[src/rtl/rtc_bus_arbiter.sv]
// Round-robin owner of the shared RTC AD bus: three sequencers, idle guard gaps,
// per-grant timeout and a free-running periodic refresh request for the reader.
module rtc_bus_arbiter #(
   parameter int REFRESH_CYCLES = 1000000,
   parameter int GUARD_CYCLES   = 4,
   parameter int TIMEOUT_CYCLES = 255
) (
   input  logic        clock,
   input  logic        reset,
   input  logic [2:0]  req,
   input  logic [2:0]  done,
   input  logic [2:0]  m_ad,
   input  logic [2:0]  m_wr,
   input  logic [2:0]  m_rd,
   input  logic [2:0]  m_cs,
   input  logic [23:0] m_dout,
   input  logic [2:0]  m_doe,
   output logic [2:0]  gnt,
   output logic        refresh_req,
   output logic        bus_ad,
   output logic        bus_wr,
   output logic        bus_rd,
   output logic        bus_cs,
   output logic [7:0]  bus_dout,
   output logic        bus_doe,
   output logic        busy,
   output logic        timeout_err
);

   localparam int RW   = (REFRESH_CYCLES > 1) ? $clog2(REFRESH_CYCLES) : 1;
   localparam int TMAX = (TIMEOUT_CYCLES > GUARD_CYCLES) ? TIMEOUT_CYCLES : GUARD_CYCLES;
   localparam int TW   = (TMAX > 1) ? $clog2(TMAX) : 1;
   localparam logic [RW-1:0] REF_LAST = RW'(REFRESH_CYCLES - 1);
   localparam logic [TW-1:0] TO_LAST  = TW'(TIMEOUT_CYCLES - 1);
   localparam logic [TW-1:0] GD_LAST  = TW'(GUARD_CYCLES - 1);

   typedef enum logic [1:0] {S_IDLE, S_GRANT, S_GUARD} state_t;

   state_t          state_q, state_d;
   logic [2:0]      gnt_q, gnt_d;
   logic [1:0]      last_q, last_d;
   logic [TW-1:0]   tmr_q, tmr_d;
   logic [RW-1:0]   ref_cnt_q, ref_cnt_d;
   logic            refresh_q, refresh_d;
   logic            terr_q, terr_d;
   logic [1:0]      owner;

   // First requester found scanning last+1, last+2, last (mod 3).
   function automatic logic [1:0] next_owner(input logic [1:0] last, input logic [2:0] r);
      logic [1:0] pick;
      logic [1:0] idx;
      pick = last;
      for (int k = 3; k >= 1; k--) begin
         idx = 2'((int'(last) + k) % 3);
         if (r[idx]) pick = idx;
      end
      return pick;
   endfunction

   always_comb begin
      state_d   = state_q;
      gnt_d     = gnt_q;
      last_d    = last_q;
      tmr_d     = tmr_q;
      terr_d    = 1'b0;
      refresh_d = refresh_q;
      owner     = last_q;
      ref_cnt_d = (ref_cnt_q == REF_LAST) ? '0 : ref_cnt_q + RW'(1);

      case (state_q)
         S_IDLE: begin
            if (|req) begin
               owner   = next_owner(last_q, req);
               gnt_d   = 3'b001 << owner;
               last_d  = owner;
               tmr_d   = '0;
               state_d = S_GRANT;
            end
         end
         S_GRANT: begin
            // A normal release wins over a coincident timeout.
            if ((|(gnt_q & done)) || !(|(gnt_q & req))) begin
               gnt_d   = 3'b000;
               tmr_d   = '0;
               state_d = S_GUARD;
            end else if (tmr_q == TO_LAST) begin
               gnt_d   = 3'b000;
               tmr_d   = '0;
               terr_d  = 1'b1;
               state_d = S_GUARD;
            end else begin
               tmr_d = tmr_q + TW'(1);
            end
         end
         S_GUARD: begin
            if (tmr_q == GD_LAST) state_d = S_IDLE;
            else                  tmr_d   = tmr_q + TW'(1);
         end
         default: state_d = S_IDLE;
      endcase

      // A wrap re-arms the request even if it coincides with the clearing grant.
      if (gnt_d[2] && !gnt_q[2]) refresh_d = 1'b0;
      if (ref_cnt_q == REF_LAST) refresh_d = 1'b1;
   end

   always_ff @(posedge clock or negedge reset) begin
      if (!reset) begin
         state_q   <= S_IDLE;
         gnt_q     <= 3'b000;
         last_q    <= 2'd2;
         tmr_q     <= '0;
         ref_cnt_q <= '0;
         refresh_q <= 1'b0;
         terr_q    <= 1'b0;
      end else begin
         state_q   <= state_d;
         gnt_q     <= gnt_d;
         last_q    <= last_d;
         tmr_q     <= tmr_d;
         ref_cnt_q <= ref_cnt_d;
         refresh_q <= refresh_d;
         terr_q    <= terr_d;
      end
   end

   // Pads follow the registered grant so an async reset idles the bus at once.
   always_comb begin
      bus_ad   = 1'b1;
      bus_wr   = 1'b1;
      bus_rd   = 1'b1;
      bus_cs   = 1'b1;
      bus_dout = 8'h00;
      bus_doe  = 1'b0;
      if (gnt_q[0]) begin
         bus_ad = m_ad[0]; bus_wr = m_wr[0]; bus_rd = m_rd[0]; bus_cs = m_cs[0];
         bus_dout = m_dout[7:0];   bus_doe = m_doe[0];
      end else if (gnt_q[1]) begin
         bus_ad = m_ad[1]; bus_wr = m_wr[1]; bus_rd = m_rd[1]; bus_cs = m_cs[1];
         bus_dout = m_dout[15:8];  bus_doe = m_doe[1];
      end else if (gnt_q[2]) begin
         bus_ad = m_ad[2]; bus_wr = m_wr[2]; bus_rd = m_rd[2]; bus_cs = m_cs[2];
         bus_dout = m_dout[23:16]; bus_doe = m_doe[2];
      end
   end

   assign gnt         = gnt_q;
   assign refresh_req = refresh_q;
   assign busy        = (state_q != S_IDLE);
   assign timeout_err = terr_q;

endmodule

[config.mk]
export PLATFORM = sky130hd
export DESIGN_NAME = rtc_bus_arbiter
export DESIGN_NICKNAME = d
export VERILOG_FILES = /design/src/rtl/rtc_bus_arbiter.sv
export SDC_FILE = /design/constraint.sdc
export NUM_CORES = 1
export LEC_CHECK = 0
export ABC_AREA = 1
export BUFFER_PORTS_ARGS = -buffer_cell sky130_fd_sc_hd__buf_2
export CAP_MARGIN = 20
export CORE_MARGIN = 8
export CORE_UTILIZATION = 28
export CTS_CLUSTER_SIZE = 24
export DETAILED_ROUTE_END_ITERATION = 16
export PLACE_DENSITY_LB_ADDON = 0.3
export SLEW_MARGIN = 30
export SYNTH_ARGS = -nofsm -noshare
export SYNTH_HDL_FRONTEND = slang
export SYNTH_SLANG_ARGS = --single-unit
[constraint.sdc]
create_clock -name clock -period 4.6 [get_ports clock]
set_input_delay 0.46 -clock clock [delete_from_list [all_inputs] [get_ports clock]]
set_output_delay 0.46 -clock clock [all_outputs]
set_load 0.05 [all_outputs]
==> out/qor.yml, run 1 <==
outcome:
  status: "finished, final reports clean"
yosys:
  synthTopCellsByCount: "88 x nand2_1, 51 x inv_1, 36 x dfrtp_1, 33 x nand3_1, 25 x nor2_1"
  synthCells: 352
  yosysTopAreaCellShare: 0.352
  synth-seq-cells: 37
  synth-main-ff-cell: "dfrtp_1"
  synth_largest_area_cell: "dfrtp_1"
  yosysMostFrequentCell: "nand2_1"
  synth_nets: 410
  syn_area_per_cell_sq_um: 7.27
  synth_cell_types: 34
  synth-edff-count: 0
  synthArstFlopShare: 1.00
  seq_area_frac_synth: 0.362
  yosys_warnings: 0
  synthTopCellsByArea: "dfrtp_1 35%, nand2_1 13%, inv_1 7.5%"
  netlist_area_sq_mm: 0.00256
sta:
  fin_skew_ns: 0.0119
  setup_viol: 0
  timing.fmax_ghz: 0.415
  whs_ns: 0.0746
  worst_pin_slew_ns: 0.754
  timing_hold_violations_final: 0
  period_share: 0.524
  fin_crit_ns: 2.41
  fin_tns_setup_ns: 0
  grt_setup_unrepaired: "false"
  relSlewSlack: 0.497
  finalMaxSlewViolations: 0
grt:
  grt_pass1_wl_um: 11100
  overflow: 0
  global_route.usage.total: 0.104
  grt_pass1_vias: 2365
  antenna_found_initial: 0
  grt_max_degree: 38
clock_tree:
  ctsResizeCount: 0
  post_cts_buffers: 0
  ctsHtreeMaxLevel: 2
  cts_tree: "built"
  cts_sinks: 37
  cts_root_buf: "clkbuf_8"
  clock_latency_ns: 0.29
  clk_pin_slew_ns: 0.08
  cts_made_buffers: 5
  hold_buffers: 0
  cts_max_path_buffers: 2
pwr:
  p_clk_frac: 0.194
  ir_worst_vdd_uv: 172
  leakagePower_nw: 1.57
  p_seq_frac: 0.278
  netSwitchingPower_mw: 0.761
  swShare: 0.502
  power_density_mw_per_mm2: 483
  internal_power_mw: 0.754
  pwr-share-comb: 0.528
final_layout:
  drive_above_1_share: 0.221
  n_antenna_cell: 0
  fillCellCount: 973
  syn_to_final_growth_pct: 22.7
  nets: 477
setup_path:
  setup.worst_path.start: "gnt[1]"
  timing.rr.start: "gnt[0]"
  max_stage_delay_ns: 0.56
  worstPathMaxFanout: 15
  start_kind: "flop"
  cp.arrival_ns: 1.95
  rr_worst_depth: 8
  required_ns: 4.14
  r2r_slack_ns: 2.74
  path_cells: "nor2_2 -> inv_1 -> o22ai_1 -> o21ai_0 -> buf_2"
  cpMaxStageDelayCell: "dfrtp_1"
  critPathKind: "reg -> out"
  worstReg2RegEnd: "state_q[1]"
  endpoint: "bus_ad"
  cp-end-kind: "primary output"
floorplan:
  die_w_um: 112
  rows: 35
  start_util: 0.282
  dieHeight_um: 112
  pin_count: 66
  fp.dieArea_sq_mm: 0.0125
  core_area_sq_mm: 0.00906
drt:
  via_count: 2486
  post-route-drc-count: 0
  drt-initial-drc-count: 177
  drt_pass1_iterations: 4
  via_per_inst: 4.68
  wl_per_cell_um: 12.1
  ant_nets: 0
  routed_wl_um: 6400
placed_design:
  place_hpwl_um: 5060
  place.gp.congestion: 0.852
  port-buffer-count: 65
worst_hold_path:
  min_path_type: "in -> async"
run:
  cap_violations: 0
[metrics by stage]
stage | area, sq um | util | instances | power [mW] | worst slack [ns]
5_1_grt | 3140 | 0.346 | 531 | 1.64 | 2.00
3_5_place_dp | 3000 | 0.331 | 522 | 1.23 | 2.51
6_report | 3140 | 0.346 | 531 | 1.52 | 2.19
3_3_place_gp | 3000 | 0.331 | 522 | 1.21 | 2.57
2_1_floorplan | 2560 | - | 352 | 1.03 | 1.89
4_1_cts | 3110 | 0.343 | 530 | 1.53 | 2.19
[per-layer routing]
| layer | up-vias | global-route usage | share of wire |
|---|---|---|---|
| li1 | 1280 | - | - |
| met1 | 1112 | 0.127 | 0.46 |
| met2 | 87 | 0.174 | 0.45 |
| met3 | 7 | 0.0330 | 0.080 |
| met4 | 0 | 0.0219 | 0.0069 |
| met5 | - | 0 | 0 |
[flip-flops by register name, indices dropped and copies added, names as in the netlist]
register / count
gnt: 3
last_q: 2
ref_cnt_q: 20
refresh_req: 1
timeout_err: 1
state_q: 2
tmr_q: 8
[how the worst min path moves through the flow]
stage,startpoint,end,depth (start not counted)
floorplan,reset,gnt[0],0
global placement,refresh_req,refresh_req,2
detailed placement,refresh_req,refresh_req,2
CTS,reset,ref_cnt_q[5],1
global route,reset,ref_cnt_q[5],1
finish,reset,ref_cnt_q[10],1
[cell usage in the layout, fill, tap and decap left out, types with 11 or more instances in the layout]
cell	instances
dfrtp_1	36
nand2_1	88
ha_1	11
inv_1	51
o21ai_0	21
buf_2	65
nand3_1	33
nor2_1	25
[logic make-up after synthesis]
| logic type | count (synthesis) | share of synthesized area |
|---|---|---|
| simple gates | 185 | 0.342 |
| buf+inv | 59 | 0.0890 |
| compound gates | 46 | 0.105 |
| flops | 37 | 0.362 |
| xor+xnor | 14 | 0.0479 |
| fa+ha+maj | 11 | 0.0538 |
[power groups by stage]
stage	Clock (mW)	Combinational, mW	Sequential, mW
CTS	0.304	0.801	0.422
global placement	0	0.786	0.426
global route	0.319	0.884	0.432
finish	0.294	0.800	0.421
floorplan	0	0.592	0.440
detailed placement	0	0.799	0.429
[layout make-up]
type                       instances  area, sq um  share of cell area
multi-input combinational        256         1400               0.447
sequential                        37          927               0.295
timing repair buffer              66          353               0.112
inverter                          53          201              0.0641
tap                              111          139              0.0442
clock buffer                       7         86.3              0.0275
clock inverter                     1         30.0             0.00956
[worst max-delay path, delay by kind of cell (launching register included)]
family	cells	cell delay (ns)
buffers and inverters	2	0.43
DFF	1	0.56
and+or+nand+nor	1	0.44
AOI/OAI and AO/OA	2	0.24
(Power assumes the default switching activity.)
==> run 2: changes to the inputs <==
--- a/config.mk
+++ b/config.mk
@@ -5,7 +5,7 @@
 export SDC_FILE = /design/constraint.sdc
 export NUM_CORES = 1
 export LEC_CHECK = 0
-export ABC_AREA = 1
+export ABC_AREA = 0
 export BUFFER_PORTS_ARGS = -buffer_cell sky130_fd_sc_hd__buf_2
 export CAP_MARGIN = 20
 export CORE_MARGIN = 8
==> constraint.sdc (replaced) <==
create_clock -name clock -period 2.3 [get_ports clock]
set_input_delay 0.23 -clock clock [delete_from_list [all_inputs] [get_ports clock]]
set_output_delay 0.23 -clock clock [all_outputs]
set_load 0.05 [all_outputs]
==> out/qor.yml, run 2 <==
outcome:
  status: "finished, final reports clean"
clock_tree:
  cts_root_buf: "clkbuf_8"
  ctsHtreeMaxLevel: 2  # unchanged
  cts_made_buffers: 5  # unchanged
  cts_sinks: 37  # unchanged
  cts_max_path_buffers: 2  # unchanged
  hold_buffers: 0  # unchanged
  clk_pin_slew_ns: 0.07  # about the same
  clock_latency_ns: 0.28  # about the same
  cts_tree: "built"
grt:
  antenna_found_initial: 0  # unchanged
  global_route.usage.total: 0.0960  # -0.00770
  grt_max_degree: 38  # unchanged
  grt_pass1_vias: 1963  # -17%
  grt_pass1_wl_um: 9250  # -17%
  overflow: 0  # unchanged
setup_path:
  cp.arrival_ns: 2.27  # +0.32 ns
  cpMaxStageDelayCell: "ha_1"
  worstPathMaxFanout: 9  # -6
  required_ns: 2.47  # -1.67 ns
  cp-end-kind: "flop"
  max_stage_delay_ns: 0.41  # -0.15 ns
  critPathKind: "reg -> reg"
  start_kind: "flop"
  path_cells: "inv_1 -> ha_1 -> or2_2 -> a32o_1 -> a211oi_2 -> nor2_1 -> a22o_1"
pwr:
  power_density_mw_per_mm2: 996  # +110%
  power.total_mw: 2.89  # +91%
  leakagePower_nw: 1.32  # -16%
  ir_worst_vdd_uv: 250  # +45%
floorplan:
  fp.dieArea_sq_mm: 0.0117  # -6.3%
  die_w_um: 108  # -3.2%
  pin_count: 66  # unchanged
  core_area_sq_mm: 0.00822  # -9.4%
  rows: 33  # -5.7%
  start_util: 0.288  # +0.00615
  dieHeight_um: 108  # -3.2%
placed_design:
  port-buffer-count: 65  # unchanged
  place_hpwl_um: 4380  # -13%
  place.gp.congestion: 0.753  # -12%
drt:
  drt_pass1_iterations: 5  # +1
  wl_per_cell_um: 13.2  # +9.3%
  post-route-drc-count: 0  # unchanged
  wl_met2_um: 2880  # +0.21%
  routed_wl_um: 5770  # -9.8%
  via_per_inst: 4.87  # +4.1%
  ant_nets: 0  # unchanged
  highest_layer: "met4"
  drt-initial-drc-count: 79  # -55%
  wl_met3_um: 326  # -36%
  drt-met1-wl_um: 2510  # -16%
  via_count: 2134  # -14%
final_layout:
  final_cell_mix: "65 x buf_2, 36 x dfrtp_1, 35 x nand2_1, 22 x nor2_1"
  fillCellCount: 867  # -11%
  drive_above_1_share: 0.258  # +0.0368
  layout_commonest_cell: "buf_2"
  largest_reg_flops: 20  # unchanged
  top_register: "ref_cnt_q"
  n_antenna_cell: 0  # unchanged
  postLayoutCoreUtil: 0.353  # +0.00684
  syn_to_final_growth_pct: 22.5
  nets: 390  # -18%
sta:
  worst_pin_slew_ns: 0.836  # +0.0819 ns
  timing.fmax_ghz: 0.476
  timing_hold_violations_final: 0  # unchanged
  setup_viol: 0  # unchanged
  fin_tns_setup_ns: 0  # unchanged
  relSlewSlack: 0.443  # -0.0546
  finalMaxSlewViolations: 0  # unchanged
  fin_skew_ns: 0.00667  # -0.00521 ns
  grt_setup_unrepaired: "false"
  period_share: 0.913
  fin_crit_ns: 2.10
yosys:
  yosysMostFrequentCell: "dfrtp_1"
  synthTopCellsByArea: "dfrtp_1 38%, ha_1 5.8%, nand2_1 5.5%"
  synth_cell_types: 52  # +53%
  yosysTopAreaCellShare: 0.380  # +0.0281
  netlist_area_sq_mm: 0.00237  # -7.4%
  synthTopCellsByCount: "36 x dfrtp_1, 35 x nand2_1, 26 x o21ai_0, 22 x nor2_1"
  synth-seq-cells: 37  # unchanged
  synthCells: 265  # -25%
  synth_nets: 323  # -21%
  synthArstFlopShare: 1.00  # unchanged
  syn_area_per_cell_sq_um: 8.94  # +23%
  seq_area_frac_synth: 0.391  # +0.0289
  synth_largest_area_cell: "dfrtp_1"
  yosys_warnings: 0  # unchanged
  synth-edff-count: 0  # unchanged
  synth-main-ff-cell: "dfrtp_1"
run:
  cap_violations: 0  # unchanged
worst_hold_path:
  min_path_type: "in -> async"
run 2: cell count changes in the layout (fill, tap and decap cells not counted), moves of 8 or more:
cell / previous run / this run
nand2_1: 88 / 35
o21ai_1: 3 / 13
nand3_1: 33 / 11
inv_1: 51 / 8
o21ai_0: 21 / 13
run 2: logic make-up after synthesis:
kind of cell,Yosys count,share of synthesized area
compound gates,65,0.186
xor+xnor,15,0.0554
fa+ha+maj,11,0.0581
buf+inv,19,0.0370
flops,37,0.391
mux,6,0.0259
simple gates,112,0.247
run 2: timing repair:
item                                    CTS  global route
buffers inserted                          0             0
gates resized for setup                   0             1
endpoints found under the setup margin    0             2
run 2: worst max-delay path, delay by kind of cell (launching register included):
family | cells | cell delay [ns]
flip-flops | 1 | 0.40
buffers and inverters | 1 | 0.08
AO/OA/AOI/OAI | 3 | 0.63
adder cells (fa/ha/maj) | 1 | 0.41
AND/OR/NAND/NOR | 2 | 0.45
run 2: area by class of cell:
type | count | area [sq um] | share of cell area
Clock inverter | 1 | 7.51 | 0.00259
Clock buffer | 7 | 76.3 | 0.0263
Multi-Input combinational cell | 209 | 1360 | 0.469
Sequential cell | 37 | 927 | 0.319
Timing Repair Buffer | 71 | 370 | 0.128
Tap cell | 105 | 131 | 0.0453
Inverter | 8 | 30.0 | 0.0103
run 2: path summary, 6_finish.rpt:
| kind | start | end | slack, ns | cells past startpoint |
|---|---|---|---|---|
| setup / recovery | last_q[0] | gnt[2] | 0.20 | 7 |
| hold / removal | reset | ref_cnt_q[8] | 0.04 | 1 |
| setup reg to reg | last_q[0] | gnt[2] | 0.20 | 7 |
| hold reg to reg | ref_cnt_q[18] | ref_cnt_q[18] | 0.49 | 1 |
| max in group asynchronous | reset | gnt[0] | 1.72 | 1 |
| min in group clock | done[0] | timeout_err | 0.45 | 4 |
run 2: where the power goes:
group / internal (mW) / switching [mW]
sequential: 0.722 / 0.0616
clock: 0.214 / 0.224
combinational: 0.559 / 1.11
total: 1.50 / 1.40
run 2: per-layer routing:
| metal | GRT usage | up-vias |
|---|---|---|
| li1 | - | 1091 |
| met2 | 0.164 | 35 |
| met3 | 0.0196 | 5 |
| met5 | 0 | - |
| met1 | 0.117 | 1003 |
| met4 | 0.0327 | 0 |
run 2: per-stage QoR:
| step | hold slack [ns] | cell area (sq um) | setup WS, ns | std cells |
|---|---|---|---|---|
| 3_3_place_gp | 0.381 | 2810 | 0.204 | 430 |
| 5_1_grt | 0.117 | 2900 | 0.0622 | 438 |
| 4_1_cts | 0.0766 | 2900 | 0.140 | 438 |
| 6_report | 0.0394 | 2900 | 0.201 | 438 |
| 3_5_place_dp | 0.396 | 2810 | 0.176 | 430 |
| 2_1_floorplan | -0.0656 | 2370 | 0.127 | 265 |
